File: src/rtl/fifo_uart_pkg.sv
// ============================================================================
// Module  : fifo_uart_pkg
// Brief   : Shared state encodings, ASCII constants and helpers for the
//           FIFO-to-UART hex dump path.
// Revision: 1.0 - initial release
// ============================================================================
`default_nettype none

package fifo_uart_pkg;

    typedef enum logic [1:0] {
        CTL_IDLE = 2'd0,
        CTL_POP  = 2'd1,
        CTL_WAIT = 2'd2,
        CTL_SEND = 2'd3
    } ctl_state_t;

    typedef enum logic [1:0] {
        TX_IDLE  = 2'd0,
        TX_START = 2'd1,
        TX_DATA  = 2'd2,
        TX_STOP  = 2'd3
    } tx_state_t;

    localparam logic [7:0] ASCII_CR = 8'h0D;
    localparam logic [7:0] ASCII_LF = 8'h0A;

    function automatic logic [7:0] nibble_to_ascii(input logic [3:0] n);
        if (n <= 4'd9) begin
            return 8'h30 + {4'h0, n};
        end
        return 8'h37 + {4'h0, n};
    endfunction

    function automatic int clks_per_bit(input int freq, input int baud);
        return freq / baud;
    endfunction

endpackage

`default_nettype wire

File: src/rtl/fifo_hex_uart_tx_if.sv
// ============================================================================
// Module  : fifo_hex_uart_tx_if
// Brief   : FIFO read-port bundle; master pops, slave is the FIFO.
// Revision: 1.0 - initial release
// ============================================================================
`default_nettype none

interface fifo_hex_uart_tx_if;
    logic       fifo_empty;
    logic       fifo_rd_en;
    logic [3:0] fifo_rd_data;

    modport master (
        output fifo_rd_en,
        input  fifo_empty,
        input  fifo_rd_data
    );

    modport slave (
        input  fifo_rd_en,
        output fifo_empty,
        output fifo_rd_data
    );
endinterface

`default_nettype wire

File: src/rtl/uart_tx_8n1.sv
// ============================================================================
// Module  : uart_tx_8n1
// Brief   : 8N1 serializer with baud counter; accepts a byte on i_load when
//           o_ready, including back-to-back at the final stop-bit cycle.
// Revision: 1.0 - initial release
// ============================================================================
`default_nettype none

module uart_tx_8n1
    import fifo_uart_pkg::*;
#(
    parameter int CLKS_PER_BIT = 10
) (
    input  wire logic       clk,
    input  wire logic       rst_n,
    input  wire logic       i_load,
    input  wire logic [7:0] i_data,
    output logic            o_ready,
    output logic            o_frame_end,
    output logic            o_tx
);

    localparam int             c_cnt_w   = (CLKS_PER_BIT > 2) ? $clog2(CLKS_PER_BIT) : 1;
    localparam logic [c_cnt_w-1:0] c_cnt_max = c_cnt_w'(CLKS_PER_BIT - 1);

    tx_state_t          r_state, w_state_nxt;
    logic [c_cnt_w-1:0] r_cnt, w_cnt_nxt;
    logic [2:0]         r_bit_idx, w_bit_idx_nxt;
    logic [7:0]         r_shift, w_shift_nxt;
    logic               r_tx, w_tx_nxt;
    logic               w_cnt_zero;

    assign w_cnt_zero  = (r_cnt == '0);
    assign o_frame_end = (r_state == TX_STOP) && w_cnt_zero;
    assign o_ready     = (r_state == TX_IDLE) || o_frame_end;
    assign o_tx        = r_tx;

    always_ff @(posedge clk or negedge rst_n) begin
        if (!rst_n) begin
            r_state   <= TX_IDLE;
            r_cnt     <= '0;
            r_bit_idx <= '0;
            r_shift   <= '0;
            r_tx      <= 1'b1;
        end else begin
            r_state   <= w_state_nxt;
            r_cnt     <= w_cnt_nxt;
            r_bit_idx <= w_bit_idx_nxt;
            r_shift   <= w_shift_nxt;
            r_tx      <= w_tx_nxt;
        end
    end

    always_comb begin
        w_state_nxt   = r_state;
        w_cnt_nxt     = w_cnt_zero ? r_cnt : r_cnt - 1'b1;
        w_bit_idx_nxt = r_bit_idx;
        w_shift_nxt   = r_shift;
        w_tx_nxt      = r_tx;
        case (r_state)
            TX_IDLE: begin
                w_cnt_nxt = '0;
                if (i_load) begin
                    w_state_nxt = TX_START;
                    w_cnt_nxt   = c_cnt_max;
                    w_shift_nxt = i_data;
                    w_tx_nxt    = 1'b0;
                end
            end
            TX_START: begin
                if (w_cnt_zero) begin
                    w_state_nxt   = TX_DATA;
                    w_cnt_nxt     = c_cnt_max;
                    w_bit_idx_nxt = '0;
                    w_tx_nxt      = r_shift[0];
                end
            end
            TX_DATA: begin
                if (w_cnt_zero) begin
                    w_cnt_nxt = c_cnt_max;
                    if (r_bit_idx == 3'd7) begin
                        w_state_nxt = TX_STOP;
                        w_tx_nxt    = 1'b1;
                    end else begin
                        // Shift right so the next data bit is always at index 1
                        w_bit_idx_nxt = r_bit_idx + 3'd1;
                        w_shift_nxt   = {1'b0, r_shift[7:1]};
                        w_tx_nxt      = r_shift[1];
                    end
                end
            end
            TX_STOP: begin
                if (w_cnt_zero) begin
                    if (i_load) begin
                        w_state_nxt = TX_START;
                        w_cnt_nxt   = c_cnt_max;
                        w_shift_nxt = i_data;
                        w_tx_nxt    = 1'b0;
                    end else begin
                        w_state_nxt = TX_IDLE;
                    end
                end
            end
            default: begin
                w_state_nxt = TX_IDLE;
                w_tx_nxt    = 1'b1;
            end
        endcase
    end

endmodule

`default_nettype wire

File: src/rtl/fifo_hex_uart_tx.sv
// ============================================================================
// Module  : fifo_hex_uart_tx
// Brief   : Pops nibbles from a FIFO and sends them as ASCII hex over UART,
//           optionally followed by CR+LF.
// Revision: 1.0 - initial release
// ============================================================================
`default_nettype none

module fifo_hex_uart_tx
    import fifo_uart_pkg::*;
#(
    parameter int CLK_FREQ_HZ = 100_000_000,
    parameter int BAUD        = 115200,
    parameter int APPEND_CRLF = 0
) (
    input  wire logic              clk,
    input  wire logic              rst_n,
    input  wire logic              enable,
    fifo_hex_uart_tx_if.master     fifo,
    output logic                   tx,
    output logic                   busy
);

    localparam int c_clks_per_bit = clks_per_bit(CLK_FREQ_HZ, BAUD);

    ctl_state_t r_state, w_state_nxt;
    logic       r_rd_en, w_rd_en_nxt;
    logic       r_busy, w_busy_nxt;
    logic [1:0] r_crlf_idx, w_crlf_idx_nxt;
    logic       w_load;
    logic [7:0] w_char;
    logic       w_tx_ready;
    logic       w_frame_end;

    assign fifo.fifo_rd_en = r_rd_en;
    assign busy            = r_busy;

    always_ff @(posedge clk or negedge rst_n) begin
        if (!rst_n) begin
            r_state    <= CTL_IDLE;
            r_rd_en    <= 1'b0;
            r_busy     <= 1'b0;
            r_crlf_idx <= '0;
        end else begin
            r_state    <= w_state_nxt;
            r_rd_en    <= w_rd_en_nxt;
            r_busy     <= w_busy_nxt;
            r_crlf_idx <= w_crlf_idx_nxt;
        end
    end

    always_comb begin
        w_state_nxt    = r_state;
        w_rd_en_nxt    = 1'b0;
        w_busy_nxt     = r_busy;
        w_crlf_idx_nxt = r_crlf_idx;
        w_load         = 1'b0;
        w_char         = 8'h00;
        case (r_state)
            CTL_IDLE: begin
                if (enable && !fifo.fifo_empty) begin
                    w_state_nxt = CTL_POP;
                    w_rd_en_nxt = 1'b1;
                    w_busy_nxt  = 1'b1;
                end
            end
            CTL_POP: begin
                w_state_nxt = CTL_WAIT;
            end
            CTL_WAIT: begin
                // FIFO data has one cycle of read latency; it is valid now
                if (w_tx_ready) begin
                    w_load         = 1'b1;
                    w_char         = nibble_to_ascii(fifo.fifo_rd_data);
                    w_crlf_idx_nxt = '0;
                    w_state_nxt    = CTL_SEND;
                end
            end
            CTL_SEND: begin
                if (w_frame_end) begin
                    if ((APPEND_CRLF != 0) && (r_crlf_idx != 2'd2)) begin
                        w_load         = 1'b1;
                        w_char         = (r_crlf_idx == 2'd0) ? ASCII_CR : ASCII_LF;
                        w_crlf_idx_nxt = r_crlf_idx + 2'd1;
                    end else begin
                        w_state_nxt = CTL_IDLE;
                        w_busy_nxt  = 1'b0;
                    end
                end
            end
            default: begin
                w_state_nxt = CTL_IDLE;
                w_busy_nxt  = 1'b0;
            end
        endcase
    end

    uart_tx_8n1 #(
        .CLKS_PER_BIT (c_clks_per_bit)
    ) u_uart_tx (
        .clk         (clk),
        .rst_n       (rst_n),
        .i_load      (w_load),
        .i_data      (w_char),
        .o_ready     (w_tx_ready),
        .o_frame_end (w_frame_end),
        .o_tx        (tx)
    );

endmodule

`default_nettype wire

File: src/flat_wrapper.sv
// flat-port wrapper written by rule: the top's interface ports become plain ports
module fifo_hex_uart_tx_flat import fifo_uart_pkg::*;
#(
    parameter int CLK_FREQ_HZ = 100_000_000,
    parameter int BAUD        = 115200,
    parameter int APPEND_CRLF = 0
)
  (clk, rst_n, enable, tx, busy, fifo_fifo_rd_en, fifo_fifo_empty, fifo_fifo_rd_data);
  fifo_hex_uart_tx_if fifo_i ();
  input  wire logic clk;
  input  wire logic rst_n;
  input  wire logic enable;
  output logic tx;
  output logic busy;
  output wire logic [$bits(fifo_i.fifo_rd_en)-1:0] fifo_fifo_rd_en;
  input wire logic [$bits(fifo_i.fifo_empty)-1:0] fifo_fifo_empty;
  input wire logic [$bits(fifo_i.fifo_rd_data)-1:0] fifo_fifo_rd_data;
  assign fifo_fifo_rd_en = fifo_i.fifo_rd_en;
  assign fifo_i.fifo_empty = fifo_fifo_empty;
  assign fifo_i.fifo_rd_data = fifo_fifo_rd_data;
  fifo_hex_uart_tx #(.CLK_FREQ_HZ(CLK_FREQ_HZ), .BAUD(BAUD), .APPEND_CRLF(APPEND_CRLF)) u_core (.clk(clk), .rst_n(rst_n), .enable(enable), .fifo(fifo_i), .tx(tx), .busy(busy));
endmodule
File: config.mk
export PLATFORM = sky130hd
export DESIGN_NAME = fifo_hex_uart_tx_flat
export DESIGN_NICKNAME = d
export VERILOG_FILES = /design/src/rtl/fifo_uart_pkg.sv /design/src/rtl/fifo_hex_uart_tx_if.sv /design/src/rtl/uart_tx_8n1.sv /design/src/rtl/fifo_hex_uart_tx.sv /design/src/flat_wrapper.sv
export SDC_FILE = /design/constraint.sdc
export NUM_CORES = 1
export LEC_CHECK = 0
export BUFFER_PORTS_ARGS = -buffer_cell sky130_fd_sc_hd__clkbuf_2
export CAP_MARGIN = 5
export CORE_MARGIN = 2
export CORE_UTILIZATION = 50
export CTS_BUF_LIST = sky130_fd_sc_hd__clkbuf_2
export DETAILED_ROUTE_END_ITERATION = 16
export PLACE_DENSITY = 0.73
export SLEW_MARGIN = 25
export SYNTH_ARGS = -nofsm -noshare
export SYNTH_HDL_FRONTEND = slang
export SYNTH_SLANG_ARGS = --single-unit
File: constraint.sdc
create_clock -name clk -period 2.5 [get_ports clk]
set_input_delay 0.5 -clock clk [delete_from_list [all_inputs] [get_ports clk]]
set_output_delay 0.5 -clock clk [all_outputs]
set_load 0.05 [all_outputs]
[Yosys cells after proc, flatten, opt, wreduce, memory -nomap -nowiden]
Index checks and enable logic that the tools add are counted.
Storage, ports and cells
  output and inout port bits: 3
  input bits: 8
  logic and storage cells: 92
  flip-flop bits (word level): 28
Cells by class
  equal/unequal tests: 16
  magnitude comparators: 1
  reduce and logical (&&, ||, !) cells: 17
  add/subtract/negate cells: 4
  mux-type cells: 46
Operator list (number)
  8-bit 2-to-1 mux: 8
  10-bit 2-to-1 mux: 5
  10-bit one-hot mux with 3 select lines: 1
  8-bit one-hot mux with 3 select lines: 1
  2-bit 2-to-1 mux: 8
  2-bit inequality test, second input constant: 8
  2-bit one-hot mux with 4 select lines: 2
  1-bit 2-to-1 mux: 15
  6-bit by 4-bit adder with 7-bit output, first input constant: 2
  10-bit zero test: 1
  10-bit by 1-bit subtractor with 10-bit output, second input constant: 1
  3-bit 2-to-1 mux: 3
  3-bit AND reduction: 3
  2-bit equality test, second input constant: 4
  4-bit AND reduction: 2
  3-bit one-hot mux with 2 select lines: 1
  5-bit AND reduction: 1
  2-bit by 1-bit equality test with 1-bit output, second input constant: 2
  4-bit less-or-equal comparator, second input constant: 1
  2-bit zero test: 2
  1-bit one-hot mux with 4 select lines: 1
  2-bit nonzero test: 2
  3-bit by 1-bit adder with 3-bit output, second input constant: 1
  3-bit equality test, second input constant: 1
  other kinds (7): 8

[Logic depth before layout (Yosys ltp)]
Gate-level depths: netlist of the first run.
  depth after elaboration: 11
  depth in mapped cells: 9
  mapped depth without buffers: 8

[Hierarchy]
From an unflattened synthesis of the first run, not the netlist that was laid out.
Unflattened totals
  cells, all modules: 208
  area total of the unflattened synthesis: 2006.9 µm²
By module, submodules not included
  uart_tx_8n1: times used 1, cells each 165, area each 1634.1 µm², sequential area each 601.8 µm²
  fifo_hex_uart_tx: times used 1, cells each 43, area each 372.9 µm², sequential area each 100.1 µm²

[Least setup slack after synthesis of the first run]
No wires, ideal clock.
  kind: reg-to-reg
  start: register u_core.u_uart_tx.r_cnt[0]
  end: register u_core.u_uart_tx.r_cnt[0]
  cell stages (with the launch flop): 9
  data arrival time: 1.954 ns
  slack: 0.409 ns
  buffers on the path: 0
  period minus slack after synthesis: 2.091 ns
  library setup time: 0.137 ns
  required time: 2.363 ns
  path through: dfrtp_1 -> inv_1 -> ha_1 -> nor4b_4 -> and3_2 -> inv_2 -> ha_1 -> o311ai_0 -> a31oi_1
Between the ends
  cells in the longest elaborated chain, start to end: 8
  elaborated cells between the ends (all ways): 12
  classes of those cells: 1 x add/sub; 8 x mux; 3 x reduce/logical
RTL lines
  start, declared: line uart_tx_8n1.sv:27  | logic [c_cnt_w-1:0] r_cnt, w_cnt_nxt;
  start signal, assigned: line uart_tx_8n1.sv:47  | r_cnt <= w_cnt_nxt;
  branches (longest 7 deep; another with 10-bit by 1-bit subtractor with 10-bit output)
  10-bit one-hot mux with 3 select lines *: line uart_tx_8n1.sv:60  | case (r_state)
  net u_core.u_uart_tx.w_cnt_nxt[0]: line uart_tx_8n1.sv:27
Mark *: on every way through the listed nets, which the timed path passes.
A chain may end at the register's enable or synchronous reset.

[Final worst setup path of the first run]
Ends and elaborated chain as after synthesis.

==> results_dict.tcl, run 1 <==
set metrics [dict create \
    status "finished, final reports clean" \
    hpwl_um 2800 \
    instances_no_fill 258 \
    nets 235 \
    final_area_um2 1930 \
    overflow 0 \
    port_buffers 10 \
    r2r-end "u_core.u_uart_tx.r_cnt[0]$_DFF_PN0_" \
    skew_ns 0.0131 \
    yosysWarningCount 0 \
    grt_max_degree 28 \
    area_growth_pct 7.29 \
    grt_pass1_vias 1518 \
    cts_buffer_depth 2 \
    max_cap_viol_count 0 \
    async_reset_ff_share_pct 100 \
    synthTopCellsByArea "dfrtp_1 (36%), ha_1 (9.7%), a21oi_1 (5.8%), nor2_1 (4.8%), inv_1 (3.3%)" \
    layout-drive-gt1-share_pct 14.6 \
    end_kind "register" \
    syn_nets 222 \
    worstMarginPinSlew_ns 0.681 \
    start_util_pct 53.2 \
    r2r_slack_ns 0.19 \
    synth_area_um2 1800 \
    synth_cell_types 48 \
    start_kind "register" \
    max-vdd-ir-drop_v 0.000702 \
    leakagePower_uw 0.000870 \
    hold_viol_final 0 \
    ctsHoldBuffers 0 \
    ant_nets 0 \
    grtUsageMet2_pct 35.2 \
    root_buffer "clkbuf_2" \
    dieWidth_um 64.0 \
    drv_slew 0 \
    die_area_um2 4100 \
    synth_top_area_share_pct 36.1 \
    first_pass_iters 4 \
    fin_setup_tns_ns 0 \
    wl_per_cell_um 14.8 \
    synthFlopType "dfrtp_1" \
    routabilityCongestion 0.846 \
    syn_avg_cell_area_um2 9.01 \
    place_area_um2 1910 \
    rows 21 \
    clock_latency_ns 0.35 \
    powerDensity_nw_per_um2 1350 \
    dieHeight_um 64.0 \
    cts_inserted_buffers 3 \
    synth_cells 200 \
    cp_data_required_time_ns 2.76 \
    route.vias.total 1510 \
    pin_count 11 \
    grt_pass1_wl_um 6710 \
    initialDrtViolationCount 128 \
    critPathKind "register to register" \
    antenna_found_initial 0 \
    fin_crit_ns 2.31 \
    cts_tree "yes" \
    maxSlewHeadroom_pct 54.6 \
    routed_wl_um 3820 \
    dpl.cell_count 254 \
    r2r_start "u_core.u_uart_tx.r_cnt[0]$_DFF_PN0_" \
    period_share_pct 92.4 \
    use_met3_pct 2.11 \
    r2r_cells 8 \
    cp_max_fo 12 \
    synth_seq_cells 27 \
    antenna_cells 0 \
    min_path_type "input pin to async pin" \
    post_cts.repair.setup_buffers 0 \
    htree_levels 1 \
    met1_usage_pct 26.7 \
    via_per_inst 5.85 \
    busiest_layer "met2" \
    cts-resized-gates 0 \
    grt_setup_unrepaired "no" \
    arrival_ns 2.57 \
    drc 0 \
    clock-sinks 27 \
    nFillCells 297 \
    seqCellArea_um2 677 \
    clk_pin_slew_ns 0.24 \
    grt_util_all_layers_pct 20.4 \
    report.final.setup_viol 0 \
    multiInputGateArea_um2 1020 \
    final_util_pct 57.0 \
    yosys.area.top_type "dfrtp_1" \
    synth_edf_count 0 \
    fmaxAchievable_ghz 0.433 \
    core_um2 3390 \
    yosysSeqAreaShare_pct 37.6 \
]
==> metrics by stage <==
stage / hold WS (ns) / total power (uW) / setup WS [ns]
2_1_floorplan: 0.204 / 2040 / 0.409
3_3_place_gp: 0.494 / 2350 / 0.405
3_5_place_dp: 0.502 / 2440 / 0.233
4_1_cts: 0.134 / 2610 / 0.204
5_1_grt: 0.154 / 2840 / 0.00513
6_report: 0.127 / 2620 / 0.189
==> cell usage in the layout (no fill, tap or decap), types with 2 or more instances in the layout <==
cell       synthesis  final
a21boi_0           2      2
dfrtp_1           26     26
a21oi_2            2      2
a32oi_1            2      2
mux2_2             3      3
xnor2_1            3      3
buf_4              0      6
a211oi_1           4      4
o2111ai_1          2      2
nand2b_1           3      3
a21oi_1           21     21
o21ai_0            9      9
o22a_1             2      2
ha_1              14     14
o31ai_1            2      2
a22oi_1            5      5
clkbuf_2           0     14
mux2i_1            5      5
inv_1             16     16
nor2_1            23     23
nand3_1            2      2
a31oi_1            3      3
nor3_1             5      5
nand2_1           13     13
nor2b_1            2      2
nor4_1             2      2
==> how the worst max path moves through the flow <==
| stage | from | endpoint | slack (ns) |
|---|---|---|---|
| 3_5_place_dp | u_core.u_uart_tx.r_cnt[0]$_DFF_PN0_ | u_core.u_uart_tx.r_cnt[0]$_DFF_PN0_ | 0.23 |
| 2_1_floorplan | u_core.u_uart_tx.r_cnt[0]$_DFF_PN0_ | u_core.u_uart_tx.r_cnt[0]$_DFF_PN0_ | 0.41 |
| 4_1_cts | u_core.u_uart_tx.r_cnt[0]$_DFF_PN0_ | u_core.u_uart_tx.r_cnt[0]$_DFF_PN0_ | 0.20 |
| 3_3_place_gp | u_core.u_uart_tx.r_cnt[0]$_DFF_PN0_ | u_core.u_uart_tx.r_cnt[0]$_DFF_PN0_ | 0.40 |
| 5_1_grt | u_core.u_uart_tx.r_cnt[0]$_DFF_PN0_ | u_core.u_uart_tx.r_cnt[0]$_DFF_PN0_ | 0.005 |
| 6_report | u_core.u_uart_tx.r_cnt[0]$_DFF_PN0_ | u_core.u_uart_tx.r_cnt[0]$_DFF_PN0_ | 0.19 |
==> synthesized netlist by cell type, types with 2 or more instances <==
library cell / instances
nand2b_1: 3
mux2i_1: 5
clkbuf_1: 4
buf_2: 3
a211oi_1: 4
a21oi_1: 21
a21boi_0: 2
ha_1: 14
nor2_1: 23
o22a_1: 2
a31oi_1: 3
nand3_1: 2
dfrtp_1: 26
a32oi_1: 2
a21oi_2: 2
o2111ai_1: 2
o21ai_0: 9
xnor2_1: 3
nor4_1: 2
mux2_2: 3
inv_1: 16
nor3_1: 5
nor2b_1: 2
nand2_1: 13
o31ai_1: 2
a22oi_1: 5
==> sequential cells by signal, indices dropped and copies added, names as in the netlist <==
signal,cells
u_core.u_uart_tx.r_bit_idx,3
u_core.u_uart_tx.r_cnt,10
u_core.busy,1
u_core.r_state,2
u_core.u_uart_tx.r_state,2
u_core.u_uart_tx.o_tx,1
u_core.u_uart_tx.r_shift,7
u_core.fifo.fifo_rd_en,1
==> per-layer routing <==
metal / up-vias / wire [um]
met3: 9 / 154
met4: 0 / 62
met1: 714 / 1710
met2: 48 / 1900
li1: 739 / -
met5: - / 0
==> power by group <==
| group | switching [uW] | leakage [uW] | total, uW | internal (uW) |
|---|---|---|---|---|
| combinational | 969 | 0.000520 | 1650 | 685 |
| sequential | 175 | 0.000333 | 797 | 622 |
| clock | 123 | 0.0000166 | 165 | 42.2 |
==> worst max-delay path: stages (launching register included) <==
cell and delay [ns]:
dfrtp_1 0.48, inv_1 0.10, ha_1 0.15, nor4b_4 0.19
and3_2 0.36, inv_2 0.12, ha_1 0.30, o311ai_0 0.37
a31oi_1 0.14
==> cell type report <==
cell class | count | share of cell area (%)
multi-input cells | 148 | 52.8
clock buffers | 4 | 1.04
inverters | 17 | 3.30
well taps | 46 | 2.98
repair buffers | 16 | 4.92
flip-flops and latches | 27 | 35.0
==> cells by family (layout without fill, tap and decap cells) <==
| group | after synthesis | after routing | synth area share, % |
|---|---|---|---|
| AO/OA/AOI/OAI | 64 | 64 | 23.5 |
| XOR/XNOR | 4 | 4 | 1.94 |
| adder cells (fa/ha/maj) | 14 | 14 | 9.72 |
| buffers and inverters | 25 | 37 | 5.83 |
| flip-flops | 27 | 27 | 37.6 |
| multiplexers | 8 | 8 | 4.65 |
| AND/OR/NAND/NOR | 58 | 58 | 16.8 |
Note: power is estimated with default switching activity, not from simulation.
==> run 2, diff against run 1 <==
PLACE_DENSITY = 0.68   (was 0.73)
==> results_dict.tcl, run 2 (same netlist as run 1, synthesis figures left out) <==
set metrics [dict create \
    r2r_slack_ns 0.20 \
    fin_setup_tns_ns 0 \
    cp_max_fo 12 \
    powerDensity_nw_per_um2 1350 \
    grt_setup_unrepaired "no" \
    htree_levels 1 \
    via_per_inst 5.88 \
    largest_register_ffs 10 \
    cts_tree "yes" \
    nFillCells 307 \
    grt_util_all_layers_pct 20.6 \
    dieHeight_um 64.0 \
    fin_hold_ws_ns 0.0801 \
    reg_top3 "u_core.u_uart_tx.r_cnt x10, u_core.u_uart_tx.r_shift x7, u_core.u_uart_tx.r_bit_idx x3" \
    clk_pin_slew_ns 0.29 \
    end_kind "register" \
    layout-drive-gt1-share_pct 15.0 \
    start_kind "register" \
    r2r_cells 8 \
    nets 236 \
    antenna_found_initial 0 \
    initialDrtViolationCount 73 \
    cts_buffer_depth 2 \
    report.final.setup_viol 0 \
    critPathKind "register to register" \
    layout_commonest_cell "dfrtp_1" \
    ctsHoldBuffers 0 \
    dpl.cell_count 255 \
    grt_max_degree 28 \
    ant_nets 0 \
    fin_crit_ns 2.30 \
    area_growth_pct 7.85 \
    grt_pass1_vias 1506 \
    hold_viol_final 0 \
    hpwl_um 2890 \
    cp_data_required_time_ns 2.81 \
    antenna_cells 0 \
    max_cap_viol_count 0 \
    drc 0 \
    overflow 0 \
    port_buffers 10 \
    cts-resized-gates 0 \
    worstMarginPinSlew_ns 0.699 \
    skew_ns 0.0201 \
    status "finished, final reports clean" \
    first_pass_iters 4 \
    max-vdd-ir-drop_v 0.000575 \
    routed_wl_um 3860 \
    route.vias.total 1524 \
    maxSlewHeadroom_pct 53.4 \
    min_path_type "input pin to async pin" \
    root_buffer "clkbuf_2" \
    multiInputGateArea_um2 1020 \
    fmaxAchievable_ghz 0.434 \
    core_um2 3390 \
    dieWidth_um 64.0 \
    grt_pass1_wl_um 6710 \
    post_cts.repair.setup_buffers 0 \
    top_register "u_core.u_uart_tx.r_cnt" \
    rows 21 \
    leakagePower_uw 0.000871 \
    arrival_ns 2.62 \
    seqCellArea_um2 677 \
    drv_slew 0 \
    final_cell_mix "dfrtp_1 (26), nor2_1 (23), a21oi_1 (21)" \
    start_util_pct 53.2 \
    instances_no_fill 259 \
    cts_inserted_buffers 3 \
    wl_per_cell_um 14.9 \
    pin_count 11 \
    period_share_pct 92.1 \
    clock-sinks 27 \
    routabilityCongestion 0.820 \
    clock_latency_ns 0.39 \
    die_area_um2 4100 \
]
-- run 2: cell count changes in the layout (fill, tap and decap cells not counted), sizes merged --
| cell | before | now |
|---|---|---|
| buf | 6 | 7 |
| clkinvlp | 0 | 1 |
| clkbuf | 14 | 13 |
-- run 2: final cells by class --
| class | instances | share of cell area (%) |
|---|---|---|
| sequential | 27 | 34.8 |
| clock buffer | 3 | 0.773 |
| clock inverter | 1 | 0.386 |
| multi-input combinational | 148 | 52.5 |
| inverter | 17 | 3.28 |
| timing repair buffer | 17 | 5.28 |
| tap | 46 | 2.96 |
-- run 2: stage by stage --
stage	setup slack [ns]	power, uW	cell area (um2)	utilization, %
after floorplan	0.409	2040	1800	-
after global placement	0.383	2380	1920	56.7
after detailed placement	0.303	2450	1920	56.7
after CTS	0.270	2630	1940	57.3
after global routing	0.0654	2860	1940	57.3
final	0.198	2630	1940	57.3
-- run 2: path summary, 6_finish.rpt --
path	startpoint	end
hold / removal	rst_n	u_core.u_uart_tx.r_cnt[7]$_DFF_PN0_
setup reg to reg	u_core.u_uart_tx.r_cnt[0]$_DFF_PN0_	u_core.u_uart_tx.r_cnt[0]$_DFF_PN0_
setup / recovery	u_core.u_uart_tx.r_cnt[0]$_DFF_PN0_	u_core.u_uart_tx.r_cnt[0]$_DFF_PN0_
hold reg to reg	u_core.busy$_DFFE_PN0P_	u_core.busy$_DFFE_PN0P_
max in group asynchronous	rst_n	u_core.u_uart_tx.r_shift[4]$_DFFE_PN0P_
min in group clk	enable	u_core.fifo.fifo_rd_en$_DFF_PN0_
-- run 2: worst max-delay path: stages (launching register included) --
cell,delay [ns]
dfrtp_1,0.49
inv_1,0.09
ha_1,0.14
nor4b_4,0.20
and3_2,0.38
inv_2,0.13
ha_1,0.28
o311ai_0,0.36
a31oi_1,0.14
-- run 2: metal layers --
layer,up-vias,share of wire (%),global-route usage [%]
li1,749,-,-
met1,740,45,25.0
met2,28,51,37.0
met3,7,2.5,2.99
met4,0,1.6,7.34
met5,-,0,0
-- run 2: where the power goes --
group / internal, uW / total [uW] / switching, uW
Combinational: 695 / 1650 / 958
Clock: 37.0 / 185 / 148
Sequential: 622 / 788 / 166
